**src/rtl/apb_slave_regfile.sv**
```systemverilog
// apb_slave_regfile
//   APB slave exposing NUM_REGS read/write registers plus one read-only
//   status word. Every access takes WAIT_CYCLES wait states before PREADY.
//   Misaligned, out-of-range and status-write accesses return PSLVERR.
//   Errored transfers are counted in a saturating 8-bit counter.
//
// Ports
//   i_PCLK, i_PRESETn          bus clock, asynchronous active-low reset
//   i_PADDR .. i_PWDATA        APB requester signals
//   o_PREADY, o_PRDATA,
//   o_PSLVERR                  APB completer response, all registered
//   i_status                   read-only word at index NUM_REGS
//   o_regs                     flat register contents, reg k at [k*DATA_WIDTH +: DATA_WIDTH]
//   o_wr_strobe, o_wr_idx      one-cycle pulse and index after each committed write
//   o_err_count                saturating count of PSLVERR responses

module apb_slave_regfile #(
    parameter int ADDR_WIDTH  = 32,
    parameter int DATA_WIDTH  = 32,
    parameter int NUM_REGS    = 8,
    parameter int WAIT_CYCLES = 1
) (
    input  logic                           i_PCLK,
    input  logic                           i_PRESETn,
    input  logic [ADDR_WIDTH-1:0]          i_PADDR,
    input  logic                           i_PSEL,
    input  logic                           i_PENABLE,
    input  logic                           i_PWRITE,
    input  logic [DATA_WIDTH-1:0]          i_PWDATA,
    output logic                           o_PREADY,
    output logic [DATA_WIDTH-1:0]          o_PRDATA,
    output logic                           o_PSLVERR,
    input  logic [DATA_WIDTH-1:0]          i_status,
    output logic [NUM_REGS*DATA_WIDTH-1:0] o_regs,
    output logic                           o_wr_strobe,
    output logic [5:0]                     o_wr_idx,
    output logic [7:0]                     o_err_count
);

    localparam int IDX_W = ADDR_WIDTH - 2;
    localparam logic [IDX_W-1:0] STATUS_IDX = IDX_W'(NUM_REGS);

    typedef enum logic [1:0] {
        ST_IDLE,
        ST_WAIT,
        ST_RESP
    } state_t;

    state_t                 state;
    logic [3:0]             cnt;
    logic [IDX_W-1:0]       lat_idx;
    logic                   lat_write;
    logic [DATA_WIDTH-1:0]  lat_wdata;
    logic                   lat_err;
    logic [DATA_WIDTH-1:0]  regs [NUM_REGS];

    logic                   setup_err;
    logic [DATA_WIDTH-1:0]  setup_rdata;
    logic [DATA_WIDTH-1:0]  lat_rdata;

    function automatic logic decode_err(input logic [ADDR_WIDTH-1:0] addr,
                                        input logic                  wr);
        logic [IDX_W-1:0] idx;
        idx = addr[ADDR_WIDTH-1:2];
        return (addr[1:0] != 2'b00) || (idx > STATUS_IDX) ||
               (wr && (idx == STATUS_IDX));
    endfunction

    function automatic logic [DATA_WIDTH-1:0] read_word(input logic [IDX_W-1:0] idx);
        logic [DATA_WIDTH-1:0] w;
        w = '0;
        if (idx == STATUS_IDX)
            w = i_status;
        for (int unsigned k = 0; k < NUM_REGS; k++) begin
            if (idx == IDX_W'(k))
                w = regs[k];
        end
        return w;
    endfunction

    assign setup_err   = decode_err(i_PADDR, i_PWRITE);
    assign setup_rdata = read_word(i_PADDR[ADDR_WIDTH-1:2]);
    assign lat_rdata   = read_word(lat_idx);

    for (genvar g = 0; g < NUM_REGS; g++) begin : g_flat
        assign o_regs[g*DATA_WIDTH +: DATA_WIDTH] = regs[g];
    end

    // With zero wait states the response must already be visible in the
    // first access cycle, so it is registered at the setup edge straight
    // from the live bus and WAIT is skipped. Otherwise the counter is loaded
    // with WAIT_CYCLES and the response is registered on the access cycle
    // whose decrement would bring it to zero.
    always_ff @(posedge i_PCLK or negedge i_PRESETn) begin
        if (!i_PRESETn) begin
            state       <= ST_IDLE;
            cnt         <= '0;
            lat_idx     <= '0;
            lat_write   <= 1'b0;
            lat_wdata   <= '0;
            lat_err     <= 1'b0;
            o_PREADY    <= 1'b0;
            o_PRDATA    <= '0;
            o_PSLVERR   <= 1'b0;
            o_wr_strobe <= 1'b0;
            o_wr_idx    <= '0;
            o_err_count <= '0;
            for (int unsigned k = 0; k < NUM_REGS; k++)
                regs[k] <= '0;
        end else begin
            o_wr_strobe <= 1'b0;
            case (state)
                ST_IDLE: begin
                    o_PREADY  <= 1'b0;
                    o_PRDATA  <= '0;
                    o_PSLVERR <= 1'b0;
                    // PSEL with PENABLE already high is a stale access; ignore it.
                    if (i_PSEL && !i_PENABLE) begin
                        lat_idx   <= i_PADDR[ADDR_WIDTH-1:2];
                        lat_write <= i_PWRITE;
                        lat_wdata <= i_PWDATA;
                        lat_err   <= setup_err;
                        cnt       <= 4'(WAIT_CYCLES);
                        if (WAIT_CYCLES == 0) begin
                            o_PREADY  <= 1'b1;
                            o_PSLVERR <= setup_err;
                            o_PRDATA  <= (!i_PWRITE && !setup_err) ? setup_rdata : '0;
                            state     <= ST_RESP;
                        end else begin
                            state <= ST_WAIT;
                        end
                    end
                end

                ST_WAIT: begin
                    if (!i_PSEL) begin
                        state <= ST_IDLE;
                    end else if (i_PENABLE) begin
                        if (cnt == 4'd1) begin
                            o_PREADY  <= 1'b1;
                            o_PSLVERR <= lat_err;
                            o_PRDATA  <= (!lat_write && !lat_err) ? lat_rdata : '0;
                            state     <= ST_RESP;
                        end
                        cnt <= cnt - 4'd1;
                    end
                end

                ST_RESP: begin
                    o_PREADY  <= 1'b0;
                    o_PRDATA  <= '0;
                    o_PSLVERR <= 1'b0;
                    state     <= ST_IDLE;
                    // A transfer abandoned in RESP neither commits nor counts.
                    if (i_PSEL && i_PENABLE) begin
                        if (o_PSLVERR && (o_err_count != 8'hFF))
                            o_err_count <= o_err_count + 8'd1;
                        if (lat_write && !lat_err) begin
                            for (int unsigned k = 0; k < NUM_REGS; k++) begin
                                if (lat_idx == IDX_W'(k))
                                    regs[k] <= lat_wdata;
                            end
                            o_wr_strobe <= 1'b1;
                            o_wr_idx    <= 6'(lat_idx);
                        end
                    end
                end

                default: state <= ST_IDLE;
            endcase
        end
    end

endmodule
```
**config.mk**
```make
export PLATFORM = sky130hd
export DESIGN_NAME = apb_slave_regfile
export DESIGN_NICKNAME = d
export VERILOG_FILES = /design/src/rtl/apb_slave_regfile.sv
export SDC_FILE = /design/constraint.sdc
export NUM_CORES = 1
export LEC_CHECK = 0
export ABC_AREA = 1
export BUFFER_PORTS_ARGS = -buffer_cell sky130_fd_sc_hd__buf_2
export CAP_MARGIN = 20
export CORE_UTILIZATION = 45
export DETAILED_ROUTE_END_ITERATION = 8
export PLACE_DENSITY = 0.8
export SYNTH_ARGS = -nofsm -noshare
export SYNTH_HDL_FRONTEND = slang
export SYNTH_SLANG_ARGS = --single-unit
export TNS_END_PERCENT = 20
```
**constraint.sdc**
```tcl
create_clock -name i_PCLK -period 5.09 [get_ports i_PCLK]
set_input_delay 1.2725 -clock i_PCLK [delete_from_list [all_inputs] [get_ports i_PCLK]]
set_output_delay 1.2725 -clock i_PCLK [all_outputs]
set_load 0.01 [all_outputs]
```
# [After elaboration in Yosys (flattened, before gate mapping)]
# Index checks and enable logic that the tools add are counted.
[op_classes] addsub=2 magnitude_cmp=1 n_eq_ne=19 n_mux=34 reduce_logical=31
[op_table] op="32-bit 2-to-1 mux" n=13
[op_table] op="30-bit by 3-bit == test with 1-bit output (second input constant)" n=4
[op_table] op="32-bit one-hot mux with 2 select lines" n=1
[op_table] op="30-bit by 2-bit == test with 1-bit output (second input constant)" n=2
[op_table] op="30-bit by 4-bit == test with 1-bit output (second input constant)" n=2
[op_table] op="4-bit AND reduction" n=10
[op_table] op="30-bit by 1-bit == test with 1-bit output (second input constant)" n=1
[op_table] op="30-bit by 4-bit > comparator with 1-bit output (second input constant)" n=1
[op_table] op="30-bit logical NOT" n=1
[op_table] op="4-bit 2-to-1 mux" n=3
[op_table] op="1-bit 2-to-1 mux" n=9
[op_table] op="3-bit AND reduction" n=3
[op_table] op="8-bit by 1-bit adder with 8-bit output (second input constant)" n=1
[op_table] op="2-bit 2-to-1 mux" n=4
[op_table] op="2-bit != test (second input constant)" n=4
[op_table] op="8-bit != test (second input constant)" n=1
[op_table] op="4-bit one-hot mux with 2 select lines" n=1
[op_table] op="1-bit logical AND" n=6
[op_table] op="3-bit != test (second input constant)" n=2
[op_table] op="2-bit nonzero test" n=3
[op_table] op="4-bit by 1-bit == test with 1-bit output (second input constant)" n=1
[op_table] op="1-bit one-hot mux with 2 select lines" n=2
[op_table] op="2-bit one-hot mux with 2 select lines" n=1
[op_table] op="4-bit by 1-bit subtractor with 4-bit output (second input constant)" n=1
[op_table] op="other kinds (7)" n=10
[totals] reg_bits=375 inputBits=101

# [Longest topological paths before layout]
[depth] word_depth=15 depth_mapped=16 mapped_depth_nobuf=15

# [Least setup slack after synthesis]
# Ideal clock, no wire load.
[synth_path] path_kind="input to register" start="in i_PENABLE" end="reg regs (netlist bit o_regs[67])" t_arrival_ns=2.387 path_slack_ns=2.573 cell_stages=7 n_path_buf=2 cell_sequence="nand2_1 nor3_2 buf_4 nand2_2 clkbuf_1 nand2_1 o21ai_0"
[synth_between] elab_chain_cells=2
[synth_lines] element="from (decl)" line_no="27" rtl="input logic i_PENABLE,"
[synth_lines] element="1-bit logical AND" line_no="155" rtl="if (i_PSEL && i_PENABLE) begin"
[synth_lines] element="4-bit AND reduction (no source line)"
[synth_lines] element="to (signal, indexed assignment)" line_no="161" rtl="regs[k] <= lat_wdata;"
[synth_lines] element="to (decl)" line_no="55" rtl="logic [DATA_WIDTH-1:0] regs [NUM_REGS];"
# Every way passes these cells.
# A chain may end at the register's enable or synchronous reset.

# [Worst setup path in the final report]
[layout_path] start="reg lat_idx[29]" end="reg regs (netlist bit o_regs[8])"
[layout_between] elab_chain_cells=2
[layout_lines] element="from (decl)" line_no="51" rtl="logic [IDX_W-1:0] lat_idx;"
[layout_lines] element="from (signal assigned)" line_no="119" rtl="lat_idx <= i_PADDR[ADDR_WIDTH-1:2];"
[layout_lines] element="30-bit logical NOT" line_no="160" rtl="if (lat_idx == IDX_W'(k))"
[layout_lines] element="4-bit AND reduction (no source line)"
# Every way passes these cells.

==> impl_metrics.yaml <==
place:
  postPlaceCellArea_um2: 19200
  post-place-ws_ns: 1.14
  gp_congestion: 0.890
  io_buffers: 405
  dp_hpwl_mm: 38.6
die:
  ioPinCount: 406
  initial_utilization_pct: 45.9
  chipWidth_um: 196
  rows: 70
  chipHeight_um: 196
  die_area_um2: 38300
  core_um2: 36800
timing:
  relSlewSlack_pct: 28.8
  min_period_ns: 3.57
  finalHoldViolations: 0
  setup_viol: 0
  rsz0062_at_grt: "false"
  fmax_mhz: 280
  slew_viol_final: 0
  worst_slew_pin_slew_ns: 1.07
  fin_crit_sh_pct: 70.2
  tns_ns: 0
  fin_worst_skew_ns: 0.0240
  fin_ws_ns: 1.52
worst_setup_path:
  reg2reg_from: "lat_idx[29]"
  worstSetupPathType: "reg2reg"
  r2r_end: "o_regs[8]"
  cp_max_fo: 64
  crit_arrival_ns: 4.02
  end_kind: "flip-flop"
  ff2ff_path_depth: 9
  cp-start-kind: "flip-flop"
  r2r_slack_ns: 1.52
  crit_required_ns: 5.53
synth:
  synth_common_cells: "nand2_1 (712), dfrtp_1 (375), o21ai_0 (261)"
  synth_seq_area_share_pct: 55.6
  syn_inst: 2067
  synth-edff-count: 0
  ys_seq_elements: 375
  syn_nets: 2171
  synth_area_leaders: "dfrtp_1 (56%), nand2_1 (16%), o21ai_0 (7.7%), inv_1 (4.2%), o21ai_1 (2.9%)"
  yosysTopAreaCell: "dfrtp_1"
  ys_types: 38
  synth_area_um2: 16900
  netlist.area_leader.share_pct: 55.6
  synth_area_per_cell_um2: 8.17
  yosys_warnings: 0
  yosysMostFrequentCell: "nand2_1"
  async_flop_share_pct: 100
  synthFlopType: "dfrtp_1"
grt:
  track_usage_pct: 31.1
  antenna_found_initial: 3
  grt_pass1_wl_mm: 90.3
  grt_max_degree: 108
  grt_pass1_vias: 15546
  overflow: 0
hold_path:
  hp-start: "lat_idx[23]"
  hold-path-endpoint: "lat_idx[23]"
  worstHoldPathType: "reg2reg"
  whs_path_depth: 2
clocking:
  cts_buffers: 41
  clkTransAtPathRegs_ns: 0.06
  cts_buffer_depth: 3
  clockRootBuffer: "clkbuf_16"
  holdBufCountCts: 0
  worst_skew_pair.late_latency_ns: 0.55
  cts_tree: "done"
  cts.sink_count: 375
  postCtsResizedCells: 0
  cts-htree-levels: 2
  cts_setup_buffers: 0
cells_and_area:
  drive_above_1_share_pct: 22.3
  stdcell_area_um2: 20600
  nets: 2539
  synthToLayoutAreaGrowth_pct: 21.8
drt:
  drc_errors: 0
  viasPerCell: 5.47
  vias: 16040
  drt_iter0_drc: 1236
  firstDrtPassIters: 6
  avgRoutedWirePerCell_um: 20.2
  routed_wl_mm: 59.2
  ant_nets: 0
power:
  power.static_leakage_nw: 11.1
  vdd_drop_max_mv: 0.255
  p_per_area_nw_per_um2: 337
status:
  run_status: "complete, no violations"
run:
  drv_cap: 0
## worst max-delay path by stage
stage	end	from	slack [ns]
after CTS	o_regs[8]	lat_idx[29]	1.54
after detailed placement	o_regs[78]	i_PSEL	1.14
after global routing	o_regs[8]	lat_idx[29]	1.37
after global placement	o_regs[80]	i_PSEL	1.28
after floorplan	o_regs[67]	i_PENABLE	2.57
final	o_regs[8]	lat_idx[29]	1.52
## per-layer routing
| metal | GRT usage [%] | up-vias | part of all wire [%] |
|---|---|---|---|
| met5 | 0 | - | 0.047 |
| met4 | 14.6 | 4 | 4.6 |
| met3 | 6.65 | 179 | 9.8 |
| met2 | 49.7 | 914 | 46 |
| met1 | 40.5 | 7641 | 39 |
| li1 | - | 7302 | - |
## kinds of logic after synthesis
kind of cell    synth area share, %
simple gates                   25.0
xor+xnor                      0.311
fa+ha+maj                     0.222
flops                          55.6
mux                          0.0667
buf+inv                        7.61
compound gates                 11.2
## where the power goes
part	total [mW]	switching [mW]	internal [mW]
registers	3.26	0.100	3.16
logic	0.745	0.574	0.171
clock network	2.93	1.20	1.73
total	6.93	1.87	5.06
## registers in the layout, indices dropped and copies added (netlist names)
| name | cells |
|---|---|
| o_wr_idx | 6 |
| lat_idx | 30 |
| o_regs | 256 |
| o_PRDATA | 32 |
| lat_wdata | 32 |
| o_wr_strobe | 1 |
| state | 2 |
| cnt | 4 |
| o_err_count | 8 |
| lat_write | 1 |
| o_PREADY | 1 |
| o_PSLVERR | 1 |
| lat_err | 1 |
## critical path: stages (launching register included)
cell and delay, ns:
dfrtp_1 0.38, nor2_1 0.12, nand2_1 0.12, inv_1 0.08, nand2_1 0.09, nor2_4 0.49, nand2_2 0.56, inv_2 0.58
nand2_4 0.59, o21ai_0 0.40
## area by class of cell
class,instances,area (um2)
Sequential cell,375,9380
Inverter,206,774
Clock buffer,60,1200
Multi-Input combinational cell,1383,6250
Antenna cell,1,2.50
Tap cell,468,586
Timing Repair Buffer,428,2260
Clock inverter,9,106
Fill cell,3295,16200
## cells in the final DEF (no fill, tap or decap), types with 19 or more instances in the layout
cell,count
nand2_1,712
buf_2,404
dfrtp_1,375
o21ai_0,261
inv_1,191
o21ai_1,97
nand3_1,91
nor2_1,87
clkbuf_16,43
nand4_1,34
buf_4,19
## metrics by stage
step | std cells | hold slack (ns) | power [mW] | util, %
CTS | 2928 | 0.473 | 6.97 | 55.8
detailed placement | 2859 | 0.460 | 4.04 | 52.3
global route | 2930 | 0.492 | 7.19 | 55.9
finish | 2930 | 0.471 | 6.93 | 55.9
global placement | 2859 | 0.455 | 4.01 | 52.3
floorplan | 2067 | 0.443 | 3.71 | -
Note: power is estimated with default switching activity, not from simulation.
